`config.mk`:
```
export PLATFORM = sky130hd
export DESIGN_NAME = tick_countdown_timer
export DESIGN_NICKNAME = d
export VERILOG_FILES = /design/src/rtl/timer_pkg.sv /design/src/rtl/tick_sync_edge.sv /design/src/rtl/tick_countdown_timer.sv
export SDC_FILE = /design/constraint.sdc
export NUM_CORES = 1
export LEC_CHECK = 0
export CORE_MARGIN = 3
export CORE_UTILIZATION = 50
export CTS_BUF_LIST = sky130_fd_sc_hd__clkbuf_8
export CTS_CLUSTER_DIAMETER = 200
export DETAILED_ROUTE_END_ITERATION = 12
export PLACE_DENSITY = 0.83
export SLEW_MARGIN = 25
export SYNTH_ARGS = -nofsm -noshare
export SYNTH_HDL_FRONTEND = slang
export SYNTH_SLANG_ARGS = --single-unit
export TNS_END_PERCENT = 10
```
`constraint.sdc`:
```
create_clock -name clk_in -period 2.55 [get_ports clk_in]
set_clock_uncertainty 0.2 [all_clocks]
set_input_delay 0.255 -clock clk_in [delete_from_list [all_inputs] [get_ports clk_in]]
set_output_delay 0.255 -clock clk_in [all_outputs]
set_load 0.01 [all_outputs]
```
`src/rtl/timer_pkg.sv`:
```
// Shared types and constants for the MM:SS BCD countdown timer and its tick synchronizer.
// Combinational helpers only (no latency); no backpressure.
// Holds the state encoding, digit layout and the load clamp used by every stage.
package timer_pkg;

    typedef enum logic [1:0] {
        ST_IDLE   = 2'd0,
        ST_RUN    = 2'd1,
        ST_PAUSED = 2'd2,
        ST_DONE   = 2'd3
    } timer_state_t;

    localparam int BCD_W        = 4;
    localparam int NUM_DIGITS   = 4;
    localparam int DIG_SEC_ONES = 0;
    localparam int DIG_SEC_TENS = 1;
    localparam int DIG_MIN_ONES = 2;
    localparam int DIG_MIN_TENS = 3;

    localparam logic [BCD_W-1:0] MAX_ONES     = 4'd9;
    localparam logic [BCD_W-1:0] MAX_SEC_TENS = 4'd5;

    typedef struct packed {
        logic [BCD_W-1:0] min_tens;
        logic [BCD_W-1:0] min_ones;
        logic [BCD_W-1:0] sec_tens;
        logic [BCD_W-1:0] sec_ones;
    } bcd_time_t;

    function automatic logic [BCD_W-1:0] get_digit(
        input logic [NUM_DIGITS*BCD_W-1:0] value,
        input int                          idx
    );
        return value[idx*BCD_W +: BCD_W];
    endfunction

    // Out-of-range digits saturate so the borrow chain never sees an illegal BCD code.
    function automatic logic [NUM_DIGITS*BCD_W-1:0] clamp_load(
        input logic [NUM_DIGITS*BCD_W-1:0] raw
    );
        logic [NUM_DIGITS*BCD_W-1:0] res;
        logic [BCD_W-1:0]            dig;
        res = raw;
        for (int i = 0; i < NUM_DIGITS; i++) begin
            dig = raw[i*BCD_W +: BCD_W];
            if (dig > MAX_ONES) begin
                dig = MAX_ONES;
            end
            if ((i == DIG_SEC_TENS) && (dig > MAX_SEC_TENS)) begin
                dig = MAX_SEC_TENS;
            end
            res[i*BCD_W +: BCD_W] = dig;
        end
        return res;
    endfunction

endpackage

```
`src/rtl/tick_sync_edge.sv`:
```
// Synchronizes the divider square wave into clk_in and emits a one-cycle rising-edge pulse.
// Latency: SYNC_STAGES+1 cycles from sig_in rise to rise_pulse (pulse is registered).
// No backpressure; a second rise arriving before the first is seen is unsupported.
module tick_sync_edge #(
    parameter int SYNC_STAGES = 2
) (
    input  logic clk_in,
    input  logic rst_n,
    input  logic sig_in,
    output logic rise_pulse
);

    logic [SYNC_STAGES-1:0] sync_q;
    logic                   hist_q;
    logic                   synced;

    assign synced = sync_q[SYNC_STAGES-1];

    always_ff @(posedge clk_in or negedge rst_n) begin
        if (!rst_n) begin
            sync_q     <= '0;
            hist_q     <= 1'b0;
            rise_pulse <= 1'b0;
        end else begin
            sync_q     <= {sync_q[SYNC_STAGES-2:0], sig_in};
            hist_q     <= synced;
            rise_pulse <= synced & ~hist_q;
        end
    end

endmodule

```
`src/rtl/tick_countdown_timer.sv`:
```
// MM:SS BCD countdown timer stepped by the synchronized 1 Hz divider output.
// Latency: tick_in rise to time_bcd update is SYNC_STAGES+2 cycles; commands act on the next edge.
// No backpressure; commands are single-cycle pulses resolved clear > load > start_stop > tick.
module tick_countdown_timer #(
    parameter int SYNC_STAGES = 2
) (
    input  logic        clk_in,
    input  logic        rst_n,
    input  logic        tick_in,
    input  logic        load,
    input  logic [15:0] load_bcd,
    input  logic        start_stop,
    input  logic        clear,
    output logic [15:0] time_bcd,
    output logic        running,
    output logic        done,
    output logic        expired
);
    import timer_pkg::*;

    timer_state_t state_q, state_nx;
    logic [15:0]  time_q, time_nx;
    logic         expired_q, expired_nx;
    logic         tick_pulse;

    tick_sync_edge #(
        .SYNC_STAGES(SYNC_STAGES)
    ) u_tick_sync (
        .clk_in    (clk_in),
        .rst_n     (rst_n),
        .sig_in    (tick_in),
        .rise_pulse(tick_pulse)
    );

    // Per-digit decrement with ripple borrow from seconds up to tens of minutes.
    logic [BCD_W-1:0] cur_so, cur_st, cur_mo, cur_mt;
    logic             bor_so, bor_st, bor_mo;
    bcd_time_t        time_dec;

    assign cur_so = get_digit(time_q, DIG_SEC_ONES);
    assign cur_st = get_digit(time_q, DIG_SEC_TENS);
    assign cur_mo = get_digit(time_q, DIG_MIN_ONES);
    assign cur_mt = get_digit(time_q, DIG_MIN_TENS);

    assign bor_so = (cur_so == '0);
    assign bor_st = bor_so && (cur_st == '0);
    assign bor_mo = bor_st && (cur_mo == '0);

    assign time_dec.sec_ones = bor_so ? MAX_ONES : cur_so - 4'd1;
    assign time_dec.sec_tens = !bor_so ? cur_st :
                               (cur_st == '0) ? MAX_SEC_TENS : cur_st - 4'd1;
    assign time_dec.min_ones = !bor_st ? cur_mo :
                               (cur_mo == '0) ? MAX_ONES : cur_mo - 4'd1;
    // RUN never holds 0000, so min_tens cannot underflow here.
    assign time_dec.min_tens = bor_mo ? cur_mt - 4'd1 : cur_mt;

    always_comb begin
        state_nx = state_q;
        time_nx  = time_q;
        if (clear) begin
            state_nx = ST_IDLE;
            time_nx  = '0;
        end else if (load) begin
            if (state_q != ST_RUN) begin
                state_nx = ST_IDLE;
                time_nx  = clamp_load(load_bcd);
            end
        end else if (start_stop) begin
            case (state_q)
                ST_IDLE, ST_PAUSED: begin
                    if (time_q != '0) begin
                        state_nx = ST_RUN;
                    end
                end
                ST_RUN:  state_nx = ST_PAUSED;
                default: state_nx = state_q;
            endcase
        end else if (tick_pulse && (state_q == ST_RUN)) begin
            time_nx = time_dec;
            if (time_dec == '0) begin
                state_nx = ST_DONE;
            end
        end
        expired_nx = (state_nx == ST_DONE) && (state_q != ST_DONE);
    end

    always_ff @(posedge clk_in or negedge rst_n) begin
        if (!rst_n) begin
            state_q   <= ST_IDLE;
            time_q    <= '0;
            expired_q <= 1'b0;
        end else begin
            state_q   <= state_nx;
            time_q    <= time_nx;
            expired_q <= expired_nx;
        end
    end

    assign time_bcd = time_q;
    assign running  = (state_q == ST_RUN);
    assign done     = (state_q == ST_DONE);
    assign expired  = expired_q;

endmodule

```
* Word-level counts from Yosys, hierarchy flattened
Index checks and enable logic that the tools add are counted.
** Cells by class
- $add $sub $neg :: 4
- $mul :: 0
- Divide/modulo/power cells :: 0
- $lt $le $gt $ge :: 5
- Equality and inequality tests :: 8
- Shifts and indexed selects :: 0
- Mux-type cells :: 27
- Bitwise logic cells :: 2
- Reduce and logical (&&, ||, !) cells :: 13
** Operator list (count)
- 2-to-1 mux 16 bit :: 5
- 2-to-1 mux 4 bit :: 14
- > comparator 4 bit, second input constant :: 4
- logical NOT 16 bit :: 1
- nonzero test 16 bit :: 1
- subtractor 4 x 1 -> 4 bit, second input constant :: 4
- 2-to-1 mux 2 bit :: 7
- logical NOT 4 bit :: 3
- equality test 2 bit, second input constant :: 3
- > comparator 4 x 3 -> 1 bit, second input constant :: 1
- logical AND 1 bit :: 4
- one-hot mux 2 bit (2 select lines) :: 1
- inequality test 3 x 1 -> 1 bit, second input constant :: 1
- inequality test 3 x 2 -> 1 bit, second input constant :: 1
- AND reduction 3 bit :: 1
- nonzero test 3 bit :: 1
- equality test 2 x 1 -> 1 bit, second input constant :: 1
- logical NOT 2 bit :: 1
- inequality test 2 x 1 -> 1 bit, second input constant :: 1
- inequality test 2 bit, second input constant :: 1
- OR reduction 2 bit :: 1
- AND 1 bit :: 1
- NOT 1 bit :: 1
** Word-level totals
- Bits in registers :: 23
- Bits in latches :: 0
- RAM bits :: 0
- Memory bits (read-only) :: 0
- Input port bits :: 22
- Output and inout port bits :: 19
- Memories :: 0

* Logic depth before layout (Yosys ltp)
- Word-level depth :: 12
- Gate-level depth with buffers :: 7
- Gate-level depth less buffers :: 7

* Modules after synthesis
Synthesis repeated with hierarchy kept, for this count alone.
** Second synthesis, totals
- Cells, all modules :: 172
- Area total of the unflattened synthesis :: 1500.2 um^2
** By module, submodules not included
- tick_countdown_timer :: times used 1, cells each 167, area each 1386.3 um^2
- tick_sync_edge :: times used 1, cells each 5, area each 113.9 um^2

* Worst setup path before layout
Ideal clock, no wire load.
- Path kind :: reg2reg
- From :: register time_q[1], in the netlist time_bcd[1]
- To :: register state_q[1]
- Setup time :: 0.140 ns
- Arrival :: 1.707 ns
- Slack :: 0.503 ns
- Cell stages (with the launch flop) :: 7
- Buffers on the path :: 1
- Cell sequence :: dfrtp_1 buf_6 nor3_4 and4_4 mux2_4 a311oi_2 nor3_1
** Between the ends
- Longest elaborated chain between the ends :: 10
- Elaborated cells on any way between the ends :: 17
- Classes of those cells :: 1 x add/sub; 11 x mux; 5 x reduce/logical
** RTL lines
- start, declared :: line tick_countdown_timer.sv:22 : logic [15:0] time_q, time_nx;
- start signal, assigned :: line tick_countdown_timer.sv:94 : time_q <= time_nx;
- parallel branches: the longest is 7 deep, another holds subtractor 4 x 1 -> 4 bit
- 2-to-1 mux 2 bit (*) :: line tick_countdown_timer.sv:68 : end else if (start_stop) begin
- 2-to-1 mux 2 bit (*) :: line tick_countdown_timer.sv:63 : end else if (load) begin
- 2-to-1 mux 2 bit (*) :: line tick_countdown_timer.sv:60 : if (clear) begin
- via state_nx[1] :: line tick_countdown_timer.sv:21 : timer_state_t state_q, state_nx;
- end signal, assigned :: line tick_countdown_timer.sv:93 : state_q <= state_nx;
- end, declared :: line tick_countdown_timer.sv:21
Mark *: on every way through the listed nets, which the timed path passes.
A chain may end at the register's enable or synchronous reset.

* Worst setup path after layout
- From :: register time_q[3], in the netlist time_bcd[3]
- To :: register state_q[1]
The elaborated chain is that of the path after synthesis.

==> flow_summary.json <==
{
  "synth_edf_count": 0,
  "grt_max_degree": 24,
  "cts.sinks": 23,
  "layout.cells.non_filler": 247,
  "die_area_sq_um": 3700,
  "cp_slowest_cell": "dfrtp_1",
  "powerDensity_nw_per_um2": 539,
  "syn-num-nets": 198,
  "drtIter0Drc": 152,
  "drive_above_1_share_pct": 10.2,
  "holdBufCountCts": 0,
  "cts.clk_slew.worst_paths_ps": 80,
  "die_w_um": 60.8,
  "vias_per_cell": 6.35,
  "avgSynthCellArea_sq_um": 8.64,
  "dr.pass1.iters": 5,
  "design_area_sq_um": 1990,
  "grt_pass1_wl_um": 6960,
  "synthFlopType": "dfrtp_1",
  "synth-seq-cells": 23,
  "place_hpwl_um": 3140,
  "num_vias": 1568,
  "fin_crit_sh_pct": 84.5,
  "fp.coreArea_sq_um": 2810,
  "slew_headroom_pct": 65.0,
  "yosysMostFrequentCell": "dfrtp_1",
  "ios": 41,
  "antenna_cells": 0,
  "antenna_found_initial": 0,
  "async_flop_share_pct": 100,
  "placed_cells": 243,
  "path_class": "flop to flop",
  "ctsResizeCount": 0,
  "clock.fmax_mhz": 464,
  "end_kind": "flop",
  "grt_pass1_vias": 1458,
  "maxCapViolCount": 0,
  "fp-row-count": 19,
  "h-tree-depth": 1,
  "wire_per_inst_um": 17.2,
  "cp.required_ps": 2490,
  "fill_cells": 230,
  "p_leak_nw": 0.780,
  "setup_violations": 0,
  "synth_area_leaders": "dfrtp_1 38%, a21oi_1 5.3%, nor2_1 4.7%",
  "grtUsageTotal_pct": 25.2,
  "grt_overflow": 0,
  "root_buffer": "clkbuf_8",
  "clockBufferDepth": 2,
  "ys_seq_area_share_pct": 38.3,
  "hp-class": "input pin to async pin",
  "critPathMaxStageDelay_ps": 500,
  "report.final.slew_viol_count": 0,
  "critical_path.max_fanout": 11,
  "status": "finished clean",
  "arrival_ps": 2090,
  "rsz0062_at_grt": "false",
  "fin_nets": 241,
  "worst_slew_pin_slew_ps": 518,
  "cts_made_buffers": 3,
  "power_mw": 1.07,
  "initial_core_util_pct": 53.6,
  "insertion_delay_ps": 260,
  "cp-start-kind": "flop",
  "postCtsSetupBuffers": 0,
  "synth_cell_type_count": 50,
  "place_congestion": 0.903,
  "io_buffers": 40,
  "netlist_area_sq_um": 1500,
  "drt_drc_violations_left": 0,
  "cts_tree": "yes",
  "wl_um": 4240,
  "ys_warn_count": 0,
  "area_delta_synth_final_pct": 32.3,
  "path_cells": "nor3_4 -> and4_4 -> mux2_4 -> a311oi_2 -> nor3_1",
  "placed_area_sq_um": 1940,
  "ys_top_cells_by_count": "23 x dfrtp_1, 19 x nor2_1, 16 x a21oi_1, 13 x o21ai_0, 10 x o21ai_1",
  "postRouteAntennaNets": 0,
  "synth_top_area_share_pct": 38.3,
  "setup_tns_ps": 0,
  "finalHoldViolCount": 0,
  "die_y_um": 60.8,
  "synth_top_area_cell": "dfrtp_1",
  "ir_drop_uv": 338,
  "syn_inst": 174,
  "period_needed_ps": 2160
}
[sequential cells by signal (all words and copies together) (netlist names)]
signal,cells
time_bcd,16
state_q,2
u_tick_sync.sync_q,2
expired,1
u_tick_sync.hist_q,1
u_tick_sync.rise_pulse,1
[final cells by class]
class | instances | area, sq um | area share, %
multi-input combinational | 137 | 856 | 43.0
clock buffer | 3 | 41.3 | 2.08
sequential | 23 | 576 | 28.9
inverter | 5 | 18.8 | 0.944
tap | 31 | 38.8 | 1.95
timing repair buffer | 47 | 453 | 22.8
clock inverter | 1 | 5.00 | 0.252
[placed cells by master (no fill, tap or decap), types with 2 or more instances in the layout]
master | synthesis | routed
nor2_1 | 19 | 19
nand3b_1 | 2 | 2
nand2_1 | 8 | 8
o31ai_1 | 3 | 3
inv_1 | 3 | 3
dfrtp_1 | 23 | 23
nor3_1 | 8 | 8
nand2b_1 | 5 | 5
clkbuf_8 | 0 | 3
nor3_4 | 2 | 2
nor4b_1 | 2 | 2
a31oi_1 | 2 | 2
o21ai_0 | 13 | 13
nor4_1 | 4 | 4
o21ai_1 | 10 | 10
ha_1 | 2 | 2
nand3_1 | 2 | 2
a21oi_1 | 16 | 16
buf_4 | 0 | 7
a22o_1 | 4 | 4
o41ai_1 | 2 | 2
clkdlybuf4s50_1 | 0 | 40
o21a_1 | 5 | 5
a22oi_1 | 3 | 3
and2_1 | 2 | 2
[metrics by stage]
step / utilization, % / setup slack (ps) / hold WS, ps
3_3_place_gp: 69.2 / 438 / 135
4_1_cts: 70.9 / 410 / 149
3_5_place_dp: 69.2 / 388 / 135
6_report: 70.9 / 394 / 133
2_1_floorplan: - / 503 / -241
5_1_grt: 70.9 / 313 / 163
[critical path: cells and delay by family, from the launching register on]
kind / cells / cell delay (ps)
simple gates: 3 / 730
mux: 1 / 320
compound gates: 1 / 270
flops: 1 / 500
[final timing paths]
path	depth (start not counted)	end	slack, ps	start
setup / recovery	5	state_q[1]	390	time_bcd[3]
hold / removal	2	expired	130	rst_n
setup reg to reg	5	state_q[1]	390	time_bcd[3]
hold reg to reg	0	u_tick_sync.sync_q[1]	150	u_tick_sync.sync_q[0]
max in group asynchronous	2	u_tick_sync.rise_pulse	1780	rst_n
min in group clk_in	0	u_tick_sync.sync_q[1]	150	u_tick_sync.sync_q[0]
[routing by layer]
| metal | up-vias | GRT usage (%) | routed length, um |
|---|---|---|---|
| li1 | 738 | - | - |
| met1 | 732 | 34.8 | 1720 |
| met2 | 93 | 40.9 | 2120 |
| met3 | 5 | 3.83 | 365 |
| met4 | 0 | 7.74 | 38 |
| met5 | - | 0 | 0 |
[kinds of logic (layout without fill, tap and decap cells)]
family | Yosys count | after routing | share of synthesized area (%)
AO/OA/AOI/OAI | 69 | 69 | 29.6
XOR/XNOR | 1 | 1 | 0.583
adder cells (fa/ha/maj) | 2 | 2 | 1.67
buffers and inverters | 14 | 56 | 4.74
flip-flops | 23 | 23 | 38.3
multiplexers | 1 | 1 | 0.999
AND/OR/NAND/NOR | 64 | 64 | 24.1
[report_power, final]
| group | switching [mW] | internal (mW) |
|---|---|---|
| clock network | 0.121 | 0.109 |
| logic | 0.185 | 0.190 |
| registers | 0.0691 | 0.398 |
(Power assumes the default switching activity.)
